### config.mk
export PLATFORM = sky130hd
export DESIGN_NAME = ir_score_counter
export DESIGN_NICKNAME = d
export VERILOG_FILES = /design/src/rtl/ir_score_counter.sv
export SDC_FILE = /design/constraint.sdc
export NUM_CORES = 1
export LEC_CHECK = 0
export CAP_MARGIN = 10
export CORE_ASPECT_RATIO = 0.75
export CORE_UTILIZATION = 40
export CTS_BUF_LIST = sky130_fd_sc_hd__clkbuf_2 sky130_fd_sc_hd__clkbuf_4 sky130_fd_sc_hd__clkbuf_8
export DETAILED_ROUTE_END_ITERATION = 10
export PLACE_DENSITY = 0.65
export SLEW_MARGIN = 15
export SYNTH_ARGS = -nofsm -noshare
export SYNTH_HDL_FRONTEND = slang
export SYNTH_SLANG_ARGS = --single-unit
export TNS_END_PERCENT = 10
### constraint.sdc
create_clock -name clock -period 12.1 [get_ports clock]
set_input_delay 1.815 -clock clock [delete_from_list [all_inputs] [get_ports clock]]
set_output_delay 1.815 -clock clock [all_outputs]
set_load 0.03 [all_outputs]
### src/rtl/ir_score_counter.sv
// IR hit scorer: synchronises and debounces one receiver line, turns each clean
// beam rising edge into a weighted hit, and accumulates a saturating 4-digit BCD score.
module ir_score_counter #(
  parameter int DEBOUNCE_CYCLES = 500000,
  parameter int BASE_POINTS     = 1,
  parameter int SNITCH_POINTS   = 10
) (
  input  logic       clock,
  input  logic       resetn,
  input  logic       ir_raw,
  input  logic       enable,
  input  logic       clear_score,
  input  logic       snitch_powerup,
  input  logic       lightning_powerup,
  output logic       ir_filtered,
  output logic       hit_pulse,
  output logic [3:0] score_ones,
  output logic [3:0] score_tens,
  output logic [3:0] score_hundreds,
  output logic [3:0] score_thousands,
  output logic       score_saturated
);

  localparam logic [19:0] CNT_LAST = 20'(DEBOUNCE_CYCLES - 1);

  // Per-hit point values are constants, so their BCD digits are fixed at elaboration.
  localparam int PB  = BASE_POINTS;
  localparam int PB2 = 2 * BASE_POINTS;
  localparam int PS  = SNITCH_POINTS;
  localparam int PS2 = 2 * SNITCH_POINTS;
  localparam logic [3:0] PB_T  = 4'(PB  / 10), PB_O  = 4'(PB  % 10);
  localparam logic [3:0] PB2_T = 4'(PB2 / 10), PB2_O = 4'(PB2 % 10);
  localparam logic [3:0] PS_T  = 4'(PS  / 10), PS_O  = 4'(PS  % 10);
  localparam logic [3:0] PS2_T = 4'(PS2 / 10), PS2_O = 4'(PS2 % 10);

  logic        sync1_q, sync2_q;
  logic [19:0] cnt_q, cnt_d;
  logic        filt_q, filt_d;
  logic        filt_dly_q;
  logic [3:0][3:0] score_q, score_d;
  logic        sat_q, sat_d;

  logic [3:0] pts_t, pts_o;
  logic [4:0] add0, add1, add2, add3;

  function automatic logic [4:0] bcd_add(input logic [3:0] a, input logic [3:0] b,
                                         input logic cin);
    logic [4:0] s;
    s = {1'b0, a} + {1'b0, b} + {4'b0, cin};
    if (s >= 5'd10) bcd_add = {1'b1, 4'(s - 5'd10)};
    else            bcd_add = {1'b0, s[3:0]};
  endfunction

  // Counter only advances while the synchronised level disagrees with the filter.
  always_comb begin
    cnt_d  = 20'd0;
    filt_d = filt_q;
    if (sync2_q != filt_q) begin
      if (cnt_q == CNT_LAST) filt_d = ~filt_q;
      else                   cnt_d  = cnt_q + 20'd1;
    end
  end

  assign hit_pulse = filt_q & ~filt_dly_q & enable;

  always_comb begin
    pts_t = PB_T;
    pts_o = PB_O;
    case ({snitch_powerup, lightning_powerup})
      2'b01:   begin pts_t = PB2_T; pts_o = PB2_O; end
      2'b10:   begin pts_t = PS_T;  pts_o = PS_O;  end
      2'b11:   begin pts_t = PS2_T; pts_o = PS2_O; end
      default: begin pts_t = PB_T;  pts_o = PB_O;  end
    endcase
  end

  assign add0 = bcd_add(score_q[0], pts_o, 1'b0);
  assign add1 = bcd_add(score_q[1], pts_t, add0[4]);
  assign add2 = bcd_add(score_q[2], 4'd0,  add1[4]);
  assign add3 = bcd_add(score_q[3], 4'd0,  add2[4]);

  // Clear wins over a same-cycle hit; carry out of the top digit clamps to 9999.
  always_comb begin
    score_d = score_q;
    sat_d   = sat_q;
    if (clear_score) begin
      score_d = '0;
      sat_d   = 1'b0;
    end else if (hit_pulse) begin
      if (add3[4]) begin
        score_d = {4'd9, 4'd9, 4'd9, 4'd9};
        sat_d   = 1'b1;
      end else begin
        score_d = {add3[3:0], add2[3:0], add1[3:0], add0[3:0]};
      end
    end
  end

  always_ff @(posedge clock or negedge resetn) begin
    if (!resetn) begin
      sync1_q    <= 1'b0;
      sync2_q    <= 1'b0;
      cnt_q      <= 20'd0;
      filt_q     <= 1'b0;
      filt_dly_q <= 1'b0;
      score_q    <= '0;
      sat_q      <= 1'b0;
    end else begin
      sync1_q    <= ir_raw;
      sync2_q    <= sync1_q;
      cnt_q      <= cnt_d;
      filt_q     <= filt_d;
      filt_dly_q <= filt_q;
      score_q    <= score_d;
      sat_q      <= sat_d;
    end
  end

  assign ir_filtered     = filt_q;
  assign score_ones      = score_q[0];
  assign score_tens      = score_q[1];
  assign score_hundreds  = score_q[2];
  assign score_thousands = score_q[3];
  assign score_saturated = sat_q;

endmodule

==> qor.csv, run 1 <==
stage,metric,value,unit
outcome,status,"finished, final reports clean",
setup_path,Worst R2R Setup Slack,4.48,ns
hold_path,hold depth,0,
logic_synthesis,cells after synthesis,265,
power,VDD IR max,0.00006048,V
clock_network,PostCTS Resize Cnt,0,
final_layout,Layout fillers,564,
placed_design,DPL Wire Length,3.798,mm
grt,"Remaining Overflow, GRT",0,
clock_network,Clock Latency Late Sink,0.30,ns
power,total power,269.0,uW
detailed_routing,Initial DRC Count,154,
floorplanning,Die Span X,92.60,um
detailed_routing,First-pass DRT Iterations,4,
clock_network,# Post-CTS Setup Buffers,0,
logic_synthesis,Synth Warn #,0,
floorplanning,core area,5886,um2
logic_synthesis,"FFs w/ async S/R, synth",100.0,%
grt,initial antenna violation count,0,
hold_path,Hold/Removal Path Class,reg2reg,
timing,endpoints failing hold,0,
placed_design,placed cell area,2766,um2
power,Cell Pwr Density,93.18,nW/um2
placed_design,GP Congestion,0.8584,
timing,Tmin final,9.275,ns
placed_design,Place WS,2.577,ns
timing,period utilization,76.65,%
final_layout,area grow syn2layout,17.23,%
logic_synthesis,"EDFF count, synth",0,
clock_network,TritonCTS Buffers,5,
grt,GRT Util Overall,17.83,%
timing,"Slew Viols, Final",0,
floorplanning,# IOs,26,
detailed_routing,DRC errors left,0,
grt,largest net degree at the start of global routing,42,
timing,setup TNS,0,ns
clock_network,H-tree Lvls,2,
floorplanning,Starting Density,41.84,%
clock_network,"Clk pin slew, worst setup/hold paths",0.08,ns
timing,count of final setup violators,0,
grt,vias in the first global route,1785,
placed_design,I/O Buffers,25,
detailed_routing,Via density,5.410,
floorplanning,die area,6477,um2
clock_network,clk root buf,clkbuf_8,
logic_synthesis,Synth Area per Inst,9.292,um2
logic_synthesis,sequential-to-total area share from yosys stat,41.67,%
setup_path,Reg2Reg Depth,31,
final_layout,multi-input gate area in the final layout,1338,um2
logic_synthesis,syn nets,286,
final_layout,"Design Area, Final",2887,um2
floorplanning,Die Ht,69.95,um
detailed_routing,Routed WL per cell,14.43,um
detailed_routing,DRT Wirelength,5.309,mm
hold_path,min-delay src,sync1_q,
timing,Worst Tran Pin Value,0.9001,ns
setup_path,Slowest Stage Delay on Critical Path,0.51,ns
setup_path,critical path data arrival time,9.51,ns
final_layout,post-layout util,49.04,%
setup_path,Worst Path Required,12.33,ns
setup_path,crit start category,input pin,
clock_network,Clock Sink Count,41,
hold_path,Hold EP,sync2_q,
logic_synthesis,synth unique cells,52,
timing,Max Freq,107.8,MHz
detailed_routing,Routed Antenna Nets,0,
clock_network,clock tree buffer depth,2,
setup_path,slowest cell on the critical path,clkdlybuf4s50_1,
floorplanning,# rows,24,
run,max cap viols,0,
final_layout,share of layout cells above drive strength 1,5.862,%
final_layout,Antenna Cells,0,
setup_path,worst flop-to-flop path startpoint,score_ones[0],
setup_path,critical path class,in2reg,
timing,RSZ-0062 raised after global routing,no,
final_layout,register cell area after layout,1026,um2
timing,final worst slack,2.825,ns
clock_network,CTS Hold Bufs,0,
logic_synthesis,Post-Syn Area,2462,um2
timing,Slew Limit Headroom,39.99,%
setup_path,CP endpoint kind,flip-flop,
setup_path,reg-to-reg endpoint,score_tens[1],
setup_path,maximum fanout along the worst path,9,
timing,Clock Skew,0.01273,ns
final_layout,# nets final,310,
clock_network,CTS tree,built,
logic_synthesis,register bit total from synthesis,41,
logic_synthesis,Most used DFF post-synth,dfrtp_1,
grt,first-pass GRT wire length,8.914,mm
power,Leakage Power,1.273,nW
setup_path,CP most frequent cell,ha_1,
detailed_routing,total number of vias,1991,
## critical path: cells and delay by family
family	cells	cell delay (ns)
AO/OA/AOI/OAI	10	2.09
buffers and inverters	4	0.74
multiplexers	1	0.32
adder cells (fa/ha/maj)	11	3.14
AND/OR/NAND/NOR	4	0.84
XOR/XNOR	3	0.56
## registers in the layout, indices dropped and copies added (netlist names)
name and cells:
score_tens 4, ir_filtered 1, score_ones 4, score_hundreds 4
filt_dly_q 1, score_thousands 4, cnt_q 20, sync2_q 1
sync1_q 1, score_saturated 1
## cell type report
| class | instances | share of cell area (%) |
|---|---|---|
| Clock buffer | 6 | 2.861 |
| Multi-Input combinational cell | 200 | 46.34 |
| Timing Repair Buffer | 25 | 8.496 |
| Inverter | 16 | 2.081 |
| Sequential cell | 41 | 35.54 |
| Clock inverter | 2 | 1.300 |
| Tap cell | 78 | 3.381 |
## stage by stage
stage	cells	hold slack, ns
finish	368	0.3544
global route	368	0.3659
CTS	368	0.3582
detailed placement	360	0.3410
global placement	360	0.3357
floorplan	265	0.3312
## cell usage after synthesis, types with 3 or more instances
library cell	number	area share, %
dfrtp_1	41	42
nor2_1	38	5.8
nand2_1	20	3.0
inv_1	16	2.4
xor2_1	15	5.3
ha_1	11	5.6
nand3_1	10	2.0
nor3_1	10	2.0
o21ai_0	9	1.8
xnor2_1	9	3.2
nand4_1	7	1.8
a21oi_1	6	1.2
clkbuf_1	5	0.76
and3_1	4	1.0
nand2b_1	4	1.0
a21o_1	3	0.91
fa_1	3	2.4
nand3b_1	3	0.91
nor2b_1	3	0.76
nor4_1	3	0.76
## per-layer routing
layer  wire length, um  global-route usage, %  vias to the layer above  share of wire [%]
met3               267                  4.466                        9                5.0
met5                 0                      0                        -                  0
met1              2884                  28.97                      950                 54
met2              2057                  21.73                       41                 39
met4                99                  6.944                        0                1.9
li1                  -                      -                      991                  -
## worst max-delay path by stage
| stage | from | to | depth (start not counted) |
|---|---|---|---|
| global route | lightning_powerup | score_tens[1] | 33 |
| CTS | snitch_powerup | score_tens[1] | 33 |
| global placement | snitch_powerup | score_tens[1] | 33 |
| finish | snitch_powerup | score_tens[1] | 33 |
| floorplan | snitch_powerup | score_tens[1] | 34 |
| detailed placement | snitch_powerup | score_tens[1] | 33 |
## logic make-up after synthesis
kind of cell	after synthesis	share of synthesized area, %
compound gates	44	13.16
fa+ha+maj	14	8.028
buf+inv	24	4.014
flops	41	41.67
simple gates	115	23.07
xor+xnor	24	8.537
mux	3	1.524
## report_power, final
group | internal, mW | switching, mW
logic | 0.00485 | 0.00877
registers | 0.138 | 0.000965
clock network | 0.0671 | 0.0492
total | 0.210 | 0.0590
## cells in the final DEF, fill, tap and decap left out, types with 2 or more instances in the layout
master,n
a211oi_1,2
a21o_1,3
a21oi_1,6
a221oi_1,2
a22o_1,2
a31oi_1,2
and2_0,2
and3_1,4
and4_1,2
clkbuf_8,6
clkdlybuf4s50_1,24
dfrtp_1,41
fa_1,3
ha_1,11
inv_1,16
mux2_2,2
nand2_1,20
nand2b_1,4
nand3_1,10
nand3b_1,3
nand4_1,7
nor2_1,38
nor2b_1,3
nor3_1,10
nor4_1,3
o21ai_0,9
o22ai_1,2
o31ai_1,2
o32ai_1,2
or2_2,2
or3_1,2
xnor2_1,9
xor2_1,15
Note: power is estimated with default switching activity, not from simulation.
==> run 2, diff against run 1 <==
clock period = 9.45 ns   (was 12.1 ns; I/O delays follow)
==> run 2 against run 1 <==
  * Clock-buffer cell count is 2 higher
  * First-iteration DRC count is 33% lower
  * Power is 17% higher
==> qor.csv, run 2 (same netlist as run 1, synthesis figures left out) <==
stage,metric,value,unit,change
setup_path,worst flop-to-flop path startpoint,score_ones[0],,
timing,Tmin final,8.763,ns,
detailed_routing,uppermost routed layer,met4,,
timing,period utilization,92.73,%,
timing,Clock Skew,0.008020,ns,-0.004705 ns
floorplanning,# rows,24,,unchanged
grt,initial antenna violation count,0,,unchanged
placed_design,DPL Wire Length,3.665,mm,-3.5%
detailed_routing,First-pass DRT Iterations,4,,unchanged
final_layout,"most common cell after layout, fill and taps aside",dfrtp_1,,
power,Cell Pwr Density,109.8,nW/um2,+18%
power,Leakage Power,1.271,nW,-0.17%
detailed_routing,DRC errors left,0,,unchanged
setup_path,critical path class,in2reg,,
hold_path,Hold/Removal Path Class,reg2reg,,
grt,"Remaining Overflow, GRT",0,,unchanged
setup_path,CP endpoint kind,flip-flop,,
setup_path,CP Depth,33,,unchanged
setup_path,Top Family by Delay on Critical Path,adder cells,,
placed_design,Place WS,0.4649,ns,-2.112 ns
setup_path,"Buf+Inv Stages, Crit Path",4,,unchanged
timing,count of final setup violators,0,,unchanged
final_layout,Antenna Cells,0,,unchanged
detailed_routing,DRT Wirelength,5.077,mm,-4.4%
clock_network,clock tree buffer depth,2,,unchanged
setup_path,Slowest Stage Delay on Critical Path,0.52,ns,about the same
grt,largest net degree at the start of global routing,42,,unchanged
final_layout,Biggest register,cnt_q,,
final_layout,area grow syn2layout,16.36,%,
clock_network,CTS tree,built,,
clock_network,PostCTS Resize Cnt,0,,unchanged
setup_path,Worst R2R Setup Slack,1.96,ns,-2.52 ns
clock_network,clk root buf,clkbuf_8,,
setup_path,CP most frequent cell,ha_1,,
clock_network,Clock Latency Late Sink,0.30,ns,about the same
detailed_routing,Initial DRC Count,103,,-33%
grt,vias in the first global route,1738,,-2.6%
setup_path,Critical Path Start,snitch_powerup,,
final_layout,# nets final,311,,+0.32%
clock_network,Clock Sink Count,41,,unchanged
setup_path,maximum fanout along the worst path,9,,unchanged
placed_design,GP Congestion,0.8772,,+2.2%
floorplanning,# IOs,26,,unchanged
power,VDD IR max,0.00004416,V,-27%
floorplanning,Die Span X,92.60,um,unchanged
timing,setup TNS,0,ns,unchanged
final_layout,register cell area after layout,1026,um2,unchanged
setup_path,Reg2Reg Depth,31,,unchanged
floorplanning,core area,5886,um2,unchanged
timing,final worst slack,0.6872,ns,-2.138 ns
floorplanning,Die Ht,69.95,um,unchanged
clock_network,TritonCTS Buffers,5,,unchanged
detailed_routing,total number of vias,1969,,-1.1%
detailed_routing,Via density,5.336,,-1.4%
final_layout,"commonest non-fill, non-tap cells in the layout","dfrtp_1, nor2_1, clkdlybuf4s50_1",,
placed_design,I/O Buffers,25,,unchanged
final_layout,Layout fillers,575,,+2.0%
setup_path,slowest cell on the critical path,clkdlybuf4s50_1,,
outcome,status,"finished, final reports clean",,
timing,"Slew Viols, Final",0,,unchanged
run,max cap viols,0,,unchanged
detailed_routing,Routed Antenna Nets,0,,unchanged
clock_network,"Clk pin slew, worst setup/hold paths",0.08,ns,about the same
grt,GRT Util Overall,16.82,%,-1.0 points
detailed_routing,met2 wire len,1.977,mm,-3.9%
timing,RSZ-0062 raised after global routing,no,,
clock_network,# Post-CTS Setup Buffers,0,,unchanged
detailed_routing,Routed WL per cell,13.76,um,-4.6%
setup_path,critical path endpoint,score_tens[1],,
detailed_routing,DR WL met3,269,um,+0.75%
final_layout,max reg flops,20,,unchanged
timing,Slew Limit Headroom,40.41,%,+0.42 points
timing,Max Freq,114.1,MHz,
floorplanning,Starting Density,41.84,%,unchanged
grt,first-pass GRT wire length,8.466,mm,-5.0%
setup_path,reg-to-reg endpoint,score_tens[1],,
final_layout,multi-input gate area in the final layout,1338,um2,unchanged
setup_path,critical path data arrival time,9.00,ns,-0.51 ns
setup_path,crit start category,input pin,,
timing,final hold slack,0.3485,ns,-0.005861 ns
detailed_routing,Routed met1 length,2.773,mm,-3.8%
power,total power,314.5,uW,+17%
timing,Worst Tran Pin Value,0.8938,ns,-0.006342 ns
timing,endpoints failing hold,0,,unchanged
setup_path,Worst Path Required,9.69,ns,-2.64 ns
clock_network,CTS Hold Bufs,0,,unchanged
floorplanning,die area,6477,um2,unchanged
clock_network,H-tree Lvls,2,,unchanged
final_layout,share of layout cells above drive strength 1,6.186,%,+0.32 points
run 2: layout make-up:
type	instances	share of cell area [%]
multi-input cells	200	46.68
flip-flops and latches	41	35.81
repair buffers	26	8.821
well taps	78	3.406
clock buffers	8	3.188
inverters	16	2.096
run 2: routing by layer:
metal,vias to the layer above,track usage [%]
met5,-,0
met4,0,6.250
met3,6,3.268
met1,933,26.68
met2,43,22.14
li1,987,-
run 2: metrics by stage:
stage | cells | cell area (um2) | util, %
after detailed placement | 361 | 2774 | 47.13
after floorplan | 265 | 2462 | -
after global routing | 369 | 2865 | 48.68
after CTS | 369 | 2865 | 48.68
after global placement | 361 | 2774 | 47.13
final | 369 | 2865 | 48.68
run 2: how the worst min path moves through the flow:
stage	startpoint	endpoint	slack, ns	depth (start not counted)
floorplan	sync1_q	sync2_q	0.33	0
global placement	sync1_q	sync2_q	0.34	0
detailed placement	sync1_q	sync2_q	0.33	0
CTS	sync1_q	sync2_q	0.35	0
global route	sync1_q	sync2_q	0.36	0
finish	sync1_q	sync2_q	0.35	0
run 2: where the power goes:
part	switching, mW	leakage (nW)	total (mW)	internal, mW
clock	0.0577	0.0498	0.119	0.0611
sequential	0.00115	0.566	0.178	0.177
combinational	0.0114	0.655	0.0177	0.00627
total	0.0703	1.27	0.314	0.244
run 2: worst reg2reg max path, delay by kind of cell, from the launching register on:
| kind | cells | cell delay, ns |
|---|---|---|
| AND/OR/NAND/NOR | 3 | 0.64 |
| flip-flops | 1 | 0.40 |
| multiplexers | 1 | 0.32 |
| adder cells (fa/ha/maj) | 11 | 3.13 |
| buffers and inverters | 3 | 0.22 |
| AO/OA/AOI/OAI | 10 | 2.14 |
| XOR/XNOR | 3 | 0.56 |
